`config.mk`:
```
export PLATFORM = sky130hd
export DESIGN_NAME = vc_out_arbiter
export DESIGN_NICKNAME = d
export VERILOG_FILES = /design/src/rtl/vc_out_arbiter_pkg.sv /design/src/rtl/vc_out_arbiter_push_counter.sv /design/src/rtl/vc_out_arbiter.sv
export SDC_FILE = /design/constraint.sdc
export NUM_CORES = 1
export LEC_CHECK = 0
export BUFFER_PORTS_ARGS = -buffer_cell sky130_fd_sc_hd__buf_2
export CORE_ASPECT_RATIO = 1.75
export CORE_UTILIZATION = 30
export CTS_CLUSTER_DIAMETER = 80
export DETAILED_ROUTE_END_ITERATION = 10
export SETUP_SLACK_MARGIN = 0.02
export SLEW_MARGIN = 20
export SYNTH_ARGS = -nofsm -noshare
export SYNTH_HDL_FRONTEND = slang
export SYNTH_SLANG_ARGS = --single-unit
export TNS_END_PERCENT = 5
```
`constraint.sdc`:
```
create_clock -name clk -period 2.2 [get_ports clk]
set_input_delay 0.44 -clock clk [delete_from_list [all_inputs] [get_ports clk]]
set_output_delay 0.44 -clock clk [all_outputs]
set_load 0.03 [all_outputs]
```
`src/rtl/vc_out_arbiter_pkg.sv`:
```
// Shared definitions for the VC output scheduler: state encoding, default sizes
// and the helper that maps a destination select onto its pause input.
package vc_out_arbiter_pkg;

  typedef enum logic [1:0] {
    IDLE = 2'd0,
    SRV0 = 2'd1,
    SRV1 = 2'd2
  } arb_state_e;

  localparam int DATA_WIDTH_DEF = 6;
  localparam int BURST_DEF      = 4;
  localparam int CNT_WIDTH_DEF  = 8;
  localparam int DEST_BIT_DEF   = DATA_WIDTH_DEF - 1;

  function automatic logic destPaused(input logic destSel, input logic pause0,
                                      input logic pause1);
    return destSel ? pause1 : pause0;
  endfunction

endpackage

```
`src/rtl/vc_out_arbiter_push_counter.sv`:
```
// Free-running wrap-around counter of words pushed into one destination FIFO.
module push_counter #(
  parameter int CNT_WIDTH = 8
) (
  input  logic                 clk,
  input  logic                 reset,
  input  logic                 inc_i,
  output logic [CNT_WIDTH-1:0] count_o
);

  logic [CNT_WIDTH-1:0] count_q;

  always_ff @(posedge clk or posedge reset) begin
    if (reset) begin
      count_q <= '0;
    end else if (inc_i) begin
      count_q <= count_q + CNT_WIDTH'(1);
    end
  end

  assign count_o = count_q;

endmodule

```
`src/rtl/vc_out_arbiter.sv`:
```
// Pops one of two VC FIFOs per cycle with bounded-burst round-robin fairness and
// per-destination pause, then pushes the registered word to D0 or D1 by its MSB.
module vc_out_arbiter
  import vc_out_arbiter_pkg::*;
#(
  parameter int DATA_WIDTH = DATA_WIDTH_DEF,
  parameter int BURST      = BURST_DEF,
  parameter int CNT_WIDTH  = CNT_WIDTH_DEF
) (
  input  logic                  clk,
  input  logic                  reset,
  input  logic                  vc0_empty,
  input  logic                  vc1_empty,
  input  logic [DATA_WIDTH-1:0] vc0_data,
  input  logic [DATA_WIDTH-1:0] vc1_data,
  input  logic                  d0_pause,
  input  logic                  d1_pause,
  output logic                  pop_vc0,
  output logic                  pop_vc1,
  output logic                  push_d0,
  output logic                  push_d1,
  output logic [DATA_WIDTH-1:0] data_out,
  output logic [CNT_WIDTH-1:0]  cnt_d0,
  output logic [CNT_WIDTH-1:0]  cnt_d1,
  output logic                  idle
);

  localparam int DEST_BIT = DATA_WIDTH - 1;
  localparam int RUN_W    = $clog2(BURST + 1);
  localparam logic [RUN_W-1:0] RUN_MAX = RUN_W'(BURST);
  localparam logic [RUN_W-1:0] RUN_ONE = RUN_W'(1);

  arb_state_e            state_q, state_d;
  logic [RUN_W-1:0]      run_q, run_d;
  logic [DATA_WIDTH-1:0] data_q;
  logic                  pushD0_q, pushD1_q;
  logic                  elig0, elig1;
  logic                  sel0, sel1, popAny;
  logic [DATA_WIDTH-1:0] popWord;

  // A head aimed at a paused destination blocks its own VC only.
  assign elig0 = !vc0_empty && !destPaused(vc0_data[DEST_BIT], d0_pause, d1_pause);
  assign elig1 = !vc1_empty && !destPaused(vc1_data[DEST_BIT], d0_pause, d1_pause);

  always_comb begin
    state_d = state_q;
    run_d   = run_q;
    sel0    = 1'b0;
    sel1    = 1'b0;
    case (state_q)
      IDLE: begin
        if (elig0) begin
          sel0 = 1'b1; state_d = SRV0; run_d = RUN_ONE;
        end else if (elig1) begin
          sel1 = 1'b1; state_d = SRV1; run_d = RUN_ONE;
        end else begin
          run_d = '0;
        end
      end
      SRV0: begin
        // Keep the burst going until BURST, or indefinitely if VC1 has nothing to send.
        if (elig0 && (run_q < RUN_MAX || !elig1)) begin
          sel0  = 1'b1;
          run_d = (run_q == RUN_MAX) ? RUN_MAX : run_q + RUN_ONE;
        end else if (elig1) begin
          sel1 = 1'b1; state_d = SRV1; run_d = RUN_ONE;
        end else begin
          state_d = IDLE; run_d = '0;
        end
      end
      SRV1: begin
        if (elig1 && (run_q < RUN_MAX || !elig0)) begin
          sel1  = 1'b1;
          run_d = (run_q == RUN_MAX) ? RUN_MAX : run_q + RUN_ONE;
        end else if (elig0) begin
          sel0 = 1'b1; state_d = SRV0; run_d = RUN_ONE;
        end else begin
          state_d = IDLE; run_d = '0;
        end
      end
      default: begin
        state_d = IDLE; run_d = '0;
      end
    endcase
  end

  assign popAny  = sel0 || sel1;
  assign popWord = sel1 ? vc1_data : vc0_data;

  always_ff @(posedge clk or posedge reset) begin
    if (reset) begin
      state_q  <= IDLE;
      run_q    <= '0;
      data_q   <= '0;
      pushD0_q <= 1'b0;
      pushD1_q <= 1'b0;
    end else begin
      state_q  <= state_d;
      run_q    <= run_d;
      pushD0_q <= popAny && !popWord[DEST_BIT];
      pushD1_q <= popAny && popWord[DEST_BIT];
      if (popAny) begin
        data_q <= popWord;
      end
    end
  end

  // Pops are suppressed while reset is held so no word leaves a FIFO unrecorded.
  assign pop_vc0  = sel0 && !reset;
  assign pop_vc1  = sel1 && !reset;
  assign push_d0  = pushD0_q;
  assign push_d1  = pushD1_q;
  assign data_out = data_q;
  assign idle     = (state_q == IDLE);

  push_counter #(.CNT_WIDTH(CNT_WIDTH)) uCntD0 (
    .clk    (clk),
    .reset  (reset),
    .inc_i  (pushD0_q),
    .count_o(cnt_d0)
  );

  push_counter #(.CNT_WIDTH(CNT_WIDTH)) uCntD1 (
    .clk    (clk),
    .reset  (reset),
    .inc_i  (pushD1_q),
    .count_o(cnt_d1)
  );

endmodule

```
== Word-level counts from Yosys, hierarchy flattened ==
Index checks and enable logic that the tools add are counted.

* Output and inout port bits: 27
* Register bits after elaboration: 29
* Input bits: 18
* Word-level logic and storage cells: 64

* Add/subtract/negate cells: 3
* Muxes and demuxes: 26
* Order comparisons: 1
* Reductions and logical operators: 21
* Equality and inequality tests: 6

{| class="wikitable"
|+ Operator list
! kind !! number
|-
| 8-bit by 1-bit adder with 8-bit output, second input constant || 2
|-
| 1-bit two-way mux || 13
|-
| 2-bit two-way mux || 5
|-
| 3-bit two-way mux || 3
|-
| 3-bit one-hot mux with 3 select lines || 1
|-
| 1-bit logical AND || 8
|-
| 1-bit zero test || 8
|-
| 6-bit two-way mux || 1
|-
| 1-bit one-hot mux with 3 select lines || 2
|-
| 2-bit one-hot mux with 3 select lines || 1
|-
| 2-bit inequality test, second input constant || 2
|-
| 3-bit by 1-bit adder with 3-bit output, second input constant || 1
|-
| 3-bit == test, second input constant || 1
|-
| 1-bit logical OR || 3
|-
| 3-bit less-than comparator, second input constant || 1
|-
| 3-bit by 1-bit inequality test with 1-bit output, second input constant || 1
|-
| 3-bit AND reduction || 1
|-
| 2-bit by 1-bit == test with 1-bit output, second input constant || 1
|-
| 2-bit == test, second input constant || 1
|-
| 2-bit zero test || 1
|}

== Longest topological paths before layout ==
Gate-level depths: netlist (run 1).

* Depth in word-level cells: 11
* Gate-level depth with buffers: 6
* Depth with buffers taken out: 4

== Modules after synthesis ==
Synthesis (run 1) repeated with hierarchy kept, for this count alone.

* Cells, all modules: 144
* Area, all modules: 1539.0 µm²

{| class="wikitable"
|+ Modules (own cells, without submodules)
! module !! times used !! seq. area each (µm²) !! area an instance (µm²) !! cells each
|-
| vc_out_arbiter || 1 || 325.3 || 848.3 || 90
|-
| push_counter || 2 || 200.2 || 345.3 || 27
|}

== Worst setup path after synthesis (run 1) ==
Ideal clock, no wire load.

* Path type: input-to-output
* Start: input vc0_data[5]
* End: output pop_vc0
* Data required time: 1760 ps
* Setup slack: -7 ps
* Stages: 4
* Data arrival time: 1767 ps
* Buffers on the path: 0
* Path through: mux2_2 -> a311oi_4 -> nand2_1 -> nor2_1

* Cells in the longest elaborated chain, start to end: 9
* Elaborated cells between the ends (all ways): 12
* Those cells by class: mux (5); reduce/logical (7)

{| class="wikitable"
|+ RTL lines
! what !! line !! RTL
|-
| from (decl) || vc_out_arbiter.sv:14 || <nowiki>input logic [DATA_WIDTH-1:0] vc0_data,</nowiki>
|-
| 1-bit two-way mux (*) || vc_out_arbiter_pkg.sv:18 || <nowiki>return destSel ? pause1 : pause0;</nowiki>
|-
| 1-bit zero test (*) || vc_out_arbiter.sv:42 || <nowiki>assign elig0 = !vc0_empty && !destPaused(vc0_data[DEST_BIT], d0_pause, d1_pause);</nowiki>
|-
| 1-bit logical AND (*) || vc_out_arbiter.sv:42 ||
|-
| 1-bit zero test || vc_out_arbiter.sv:72 || <nowiki>if (elig1 && (run_q < RUN_MAX || !elig0)) begin</nowiki>
|-
| 1-bit logical OR || vc_out_arbiter.sv:72 ||
|-
| 1-bit logical AND || vc_out_arbiter.sv:72 ||
|-
| 1-bit two-way mux || vc_out_arbiter.sv:72 ||
|-
| 1-bit one-hot mux with 3 select lines (*) || vc_out_arbiter.sv:50 || <nowiki>case (state_q)</nowiki>
|-
| 1-bit logical AND (*) || vc_out_arbiter.sv:109 || <nowiki>assign pop_vc0 = sel0 && !reset;</nowiki>
|-
| to (decl) || vc_out_arbiter.sv:18 || <nowiki>output logic pop_vc0,</nowiki>
|}

Mark *: on every way between the ends. The rest lies on a longest branch, timed or not.

== Worst setup path after layout (run 1) ==
* Start: input vc1_data[5]
* End: output pop_vc1

* Cells in the longest elaborated chain, start to end: 9
* Elaborated cells between the ends (all ways): 13
* Those cells by class: mux (6); reduce/logical (7)

{| class="wikitable"
|+ RTL lines
! what !! line !! RTL
|-
| from (decl) || vc_out_arbiter.sv:15 || <nowiki>input logic [DATA_WIDTH-1:0] vc1_data,</nowiki>
|-
| 1-bit two-way mux (*) || vc_out_arbiter_pkg.sv:18 ||
|-
| 1-bit zero test (*) || vc_out_arbiter.sv:43 || <nowiki>assign elig1 = !vc1_empty && !destPaused(vc1_data[DEST_BIT], d0_pause, d1_pause);</nowiki>
|-
| 1-bit logical AND (*) || vc_out_arbiter.sv:43 ||
|-
| 1-bit zero test || vc_out_arbiter.sv:62 || <nowiki>if (elig0 && (run_q < RUN_MAX || !elig1)) begin</nowiki>
|-
| 1-bit logical OR || vc_out_arbiter.sv:62 ||
|-
| 1-bit logical AND || vc_out_arbiter.sv:62 ||
|-
| 1-bit two-way mux || vc_out_arbiter.sv:62 ||
|-
| 1-bit one-hot mux with 3 select lines (*) || vc_out_arbiter.sv:50 ||
|-
| 1-bit logical AND (*) || vc_out_arbiter.sv:110 || <nowiki>assign pop_vc1 = sel1 && !reset;</nowiki>
|-
| to (decl) || vc_out_arbiter.sv:19 || <nowiki>output logic pop_vc1,</nowiki>
|}

Marked as above.

==> results of run 1 <==
[cell type report]
class	count	area, um^2	area share, %
flip-flops and latches	29	725.7	37.44
clock buffers	7	86.33	4.454
repair buffers	55	302.8	15.62
multi-input cells	96	720.7	37.19
inverters	10	37.54	1.937
well taps	52	65.06	3.357
[worst min-delay path by stage]
| stage | start | endpoint | slack (ns) | cells past startpoint |
|---|---|---|---|---|
| finish | reset | state_q[0] | 0.27 | 3 |
| global route | reset | run_q[2] | 0.29 | 3 |
| CTS | reset | uCntD1.count_o[5] | 0.28 | 3 |
| detailed placement | uCntD1.count_o[7] | uCntD1.count_o[7] | 0.46 | 1 |
| global placement | uCntD1.count_o[7] | uCntD1.count_o[7] | 0.46 | 1 |
| floorplan | reset | data_out[0] | 0.52 | 1 |
[kinds of logic (layout without fill, tap and decap cells)]
logic type               after synthesis  in the layout
flip-flops                            29             29
XOR/XNOR                              14             14
multiplexers                           4              4
adder cells (fa/ha/maj)                4              4
AO/OA/AOI/OAI                         35             35
buffers and inverters                 14             72
AND/OR/NAND/NOR                       39             39
[placed cells by master, fill, tap and decap left out, drive strengths merged, types with 2 or more instances in the layout]
cell / count
nand3: 7
nor2: 8
a31oi: 7
a21o: 2
nor2b: 3
nand4: 6
a311o: 2
inv: 10
o21ai: 7
ha: 4
xnor2: 10
nand2: 10
mux2: 3
dfrtp: 29
and3: 2
clkbuf: 7
xor2: 4
a211oi: 6
a32oi: 2
buf: 55
[cells in the mapped netlist, types with 4 or more instances]
cell,count,area [um^2]
nand4_1,6,37.54
a211oi_1,6,45.04
inv_1,10,37.54
nand3_1,7,35.03
a31oi_1,7,43.79
nor2_1,8,30.03
ha_1,4,50.05
xnor2_1,10,87.58
dfrtp_1,29,725.7
o21ai_0,6,30.03
xor2_1,4,35.03
nand2_1,9,33.78
[power breakdown]
part	leakage (nW)	switching [mW]	internal, mW
logic	0.530	0.435	0.243
registers	0.367	0.141	0.658
clock network	0.0443	0.185	0.247
[through the flow]
step	power [mW]	hold slack, ns	cells
floorplan	1.259	0.5181	139
global placement	1.486	0.4558	242
detailed placement	1.494	0.4597	242
CTS	1.939	0.2837	249
global route	2.039	0.2938	249
finish	1.909	0.2700	249
[critical path, cell delays in order]
cell and delay [ns]:
buf_2 0.13, mux2i_2 0.32, buf_4 0.20, nand2_4 0.08, a21o_1 0.19, nor2_1 0.08
buf_2 0.20
[routing by layer]
layer / part of all wire [%] / GRT usage (%) / up-vias
met4: 1.5 / 5.625 / 0
met3: 3.6 / 3.392 / 6
met5: 0 / 0 / -
li1: - / - / 618
met1: 38 / 16.71 / 628
met2: 57 / 27.41 / 39
[flip-flops by register name (all words and copies together) (netlist names)]
register,cells
data_out,6
uCntD0.count_o,8
run_q,3
push_d0,1
uCntD1.count_o,8
push_d1,1
state_q,2
==> out/qor.txt, run 1 <==
status - finished clean
wire per inst - 14.32 um
routability congestion estimate - 0.8134
Worst R2R Start - run_q[2]
R2R Setup Slk - 0.71 ns
Synthesized Nets - 161
DIE AREA - 5307 um^2
flops & latches, synth - 29
sequential element share of the synthesized area - 48.29%
drt pass-1 iters - 4
Setup TNS - 0 ns
Util after Layout - 40.82%
PD cells - 985.2 nW/um^2
via count - 1291
Startpoint Class - input port
Peak VDD IR - 0.6296 mV
Period minus WS final - 2.079 ns
complex-gate fraction of the synthesized area - 19.57%
crit path kind - in -> out
Worst Tran Pin Value - 0.4670 ns
Rel. slew slack - 68.80%
io pins - 45
Post-DP Area - 1848 um^2
YS warnings - 0
Setup WS pre-CTS - 0.09049 ns
vias in the first global route - 1287
terminus of the critical flop-to-flop path - push_d0
Initial Util - 31.65%
unrepaired setup endpoints after global routing - false
final wirelength - 3565 um
Die Wd - 55.50 um
CTS Buffer Depth - 2
post-synthesis mux area share - 3.164%
# nets final - 219
count of different cell masters after synthesis - 39
initial drt markers - 21
Synth Cell Area - 1503 um^2
worst setup margin - 0.1207 ns
clk root buf - clkbuf_8
XOR/XNOR share of the synthesized area - 8.160%
Setup Skew - 0.003325 ns
prevailing post-synth register cell - dfrtp_1
Synth Area in Adders - 3.331%
initial antenna violation count - 0
total track usage - 14.96%
Worst R2R Path Depth - 5
Tcrit/Tclk final - 94.51%
# rows - 33
Post-Synth Simple-Gate Area - 13.32%
core box area - 4748 um^2
Post-CTS Setup Bufs - 0
n_diodes - 0
count of pins over their slew limit - 0
Final HPWL DP - 2681 um
CTS Buf Count - 5
max_cap viols - 0
GRT overflow - 0
CTS H-tree depth - 2
CTS tree - done
Critical Path AT - 1.64 ns
largest family of logic cells by synthesized area - compound AO/OA/AOI/OAI gates
Via density - 5.185
Reg clk slew, reported paths - 0.06 ns
Post-Synthesis Cells - 139
Post-DRT Antenna Nets - 0
# DRC - 0
Peak Freq - 480.9 MHz
worst path required time - 1.76 ns
P_leak - 0.9415 nW
Worst Hold Class - in -> async
die height - 95.63 um
CTS Hold Bufs - 0
end of the critical path - pop_vc1
layout cells sized above 1 - 37.56%
Post-Layout Inst Area - 1938 um^2
final setup fails - 0
Fin. Hold Viols - 0
filler cell count - 483
Area Growth Syn to Fin - 28.98%
global-route wire length before repair - 6051 um
CP max FO - 8
CTS resizes - 0
CTS Sinks - 29
largest net degree at the start of global routing - 30
ys async rst share - 100.0%
Worst-Skew Late Latency - 0.27 ns
Syn Area/Cell - 10.81 um^2
crit end category - primary output
Crit. Startpoint - vc1_data[5]
Port Buf Inserts - 44
Post-synth EDFFs - 0
No activity file was read; power rests on OpenSTA's default activity.
==> run 2: changes to the inputs <==
Settings changed: SLEW_MARGIN 20 to 40.
Clock period 2.2 ns to 2.6 ns, I/O delays scaled along.
==> run 2 against run 1 <==
- sequential share of layout area rose by 0.71 points
- clock power fell by 17%
- worst hold slack better by 0.073 ns
- critical path depth down 2
- wire length shrank 3.8%
- count of clock-buffer cells in the layout stayed put
- final cell count decreased by 1.6%
- clock skew shrank 0.00052 ns
- register-to-register slack better by 0.20 ns
- die area did not move
==> out/qor.txt, run 2 (synthesis gave the netlist of run 1 again) <==
Reg clk slew, reported paths - 0.06 ns
Port Buf Inserts - 44
drt pass-1 iters - 4
worst setup margin - 0.2910 ns
GRT overflow - 0
final setup fails - 0
fin cells - 245
wire per inst - 14.00 um
most frequent cells in the layout - buf_2 (44), dfrtp_1 (29), xnor2_1 (10), inv_1 (10), nand2_1 (9)
n_diodes - 0
CTS Hold Bufs - 0
grt met2 use - 26.81%
Worst Hold Class - in -> async
Via density - 5.188
met3 Use GR - 2.714%
Crit. Startpoint - run_q[2]
P_leak - 0.9176 nW
worst path required time - 2.08 ns
Die Wd - 55.50 um
grt met1 use - 14.07%
crit path kind - reg -> out
Reg area - 725.7 um^2
Setup WS pre-CTS - 0.3239 ns
layout cells sized above 1 - 35.75%
status - finished clean
global-route wire length before repair - 5720 um
Initial Util - 31.65%
clk root buf - clkbuf_8
crit end category - primary output
CTS Buffer Depth - 2
Peak VDD IR - 0.4618 mV
Worst-Skew Late Latency - 0.27 ns
Multi-input gate area - 714.4 um^2
Setup TNS - 0 ns
CTS Buf Count - 5
initial drt markers - 29
unrepaired setup endpoints after global routing - false
total track usage - 14.01%
Post-CTS Setup Bufs - 0
dpl cells - 238
die height - 95.63 um
Worst R2R Start - state_q[1]
Post-Layout Inst Area - 1902 um^2
# rows - 33
CTS H-tree depth - 2
largest net degree at the start of global routing - 30
Rel. slew slack - 67.36%
routability congestion estimate - 0.7807
Startpoint Class - flip-flop
Most Crowded Layer GR - met2
Post-DRT Antenna Nets - 0
Peak Freq - 433.1 MHz
DIE AREA - 5307 um^2
initial antenna violation count - 0
Fin. Hold Viols - 0
CP max FO - 10
Area Growth Syn to Fin - 26.56%
count of pins over their slew limit - 0
vias in the first global route - 1286
io pins - 45
Post-DP Area - 1815 um^2
Util after Layout - 40.05%
Setup Skew - 0.002808 ns
CTS tree - done
core box area - 4748 um^2
# nets final - 215
via count - 1271
most common cell after layout, fill and taps aside - buf_2
final wirelength - 3430 um
# DRC - 0
Worst Tran Pin Value - 0.4886 ns
Period minus WS final - 2.309 ns
max_cap viols - 0
Critical Path AT - 1.79 ns
Tcrit/Tclk final - 88.81%
PD cells - 843.4 nW/um^2
Final HPWL DP - 2572 um
filler cell count - 486
CTS Sinks - 29
CTS resizes - 0
==> run 2: cell types whose count changed in the layout (fill, tap and decap cells not counted) <==
| cell | previous run | this run |
|---|---|---|
| buf_4 | 11 | 7 |
| mux2_4 | 1 | 0 |
| nor2_2 | 1 | 0 |
| mux2_2 | 2 | 3 |
| nor2_1 | 7 | 8 |
==> run 2: per-stage QoR <==
step | hold slack (ns) | power (mW)
2_1_floorplan | 0.5981 | 1.065
3_3_place_gp | 0.4562 | 1.253
3_5_place_dp | 0.4592 | 1.260
4_1_cts | 0.3472 | 1.633
5_1_grt | 0.3742 | 1.715
6_report | 0.3431 | 1.604
==> run 2: final timing paths <==
path | slack [ns] | cells past startpoint | to
max reg2reg | 0.91 | 5 | push_d0
min | 0.34 | 3 | state_q[0]
min reg2reg | 0.46 | 1 | uCntD0.count_o[7]
min in group clk | 0.46 | 1 | uCntD0.count_o[7]
max | 0.29 | 5 | pop_vc0
max in group asynchronous | 1.99 | 3 | uCntD1.count_o[6]
==> run 2: per-layer routing <==
| layer | wire, um | vias to the layer above |
|---|---|---|
| met1 | 1380 | 623 |
| li1 | - | 615 |
| met3 | 104 | 4 |
| met5 | 0 | - |
| met2 | 1905 | 29 |
| met4 | 40 | 0 |
==> run 2: where the power goes <==
group	total, mW	switching, mW	internal [mW]
clock network	0.359	0.150	0.209
registers	0.680	0.123	0.557
logic	0.565	0.365	0.200
total	1.60	0.638	0.966
==> run 2: critical path, cell delays in order, from the launching register on <==
cell and delay [ns]:
dfrtp_1 0.56, nor2b_1 0.20, a311oi_4 0.35, nand2_1 0.13
nor2_1 0.09, buf_2 0.19
==> run 2: final cells by class <==
type	count	area share (%)
multi-input combinational	96	37.57
clock buffer	7	4.539
sequential	29	38.16
timing repair buffer	51	14.34
inverter	10	1.974
tap	52	3.421
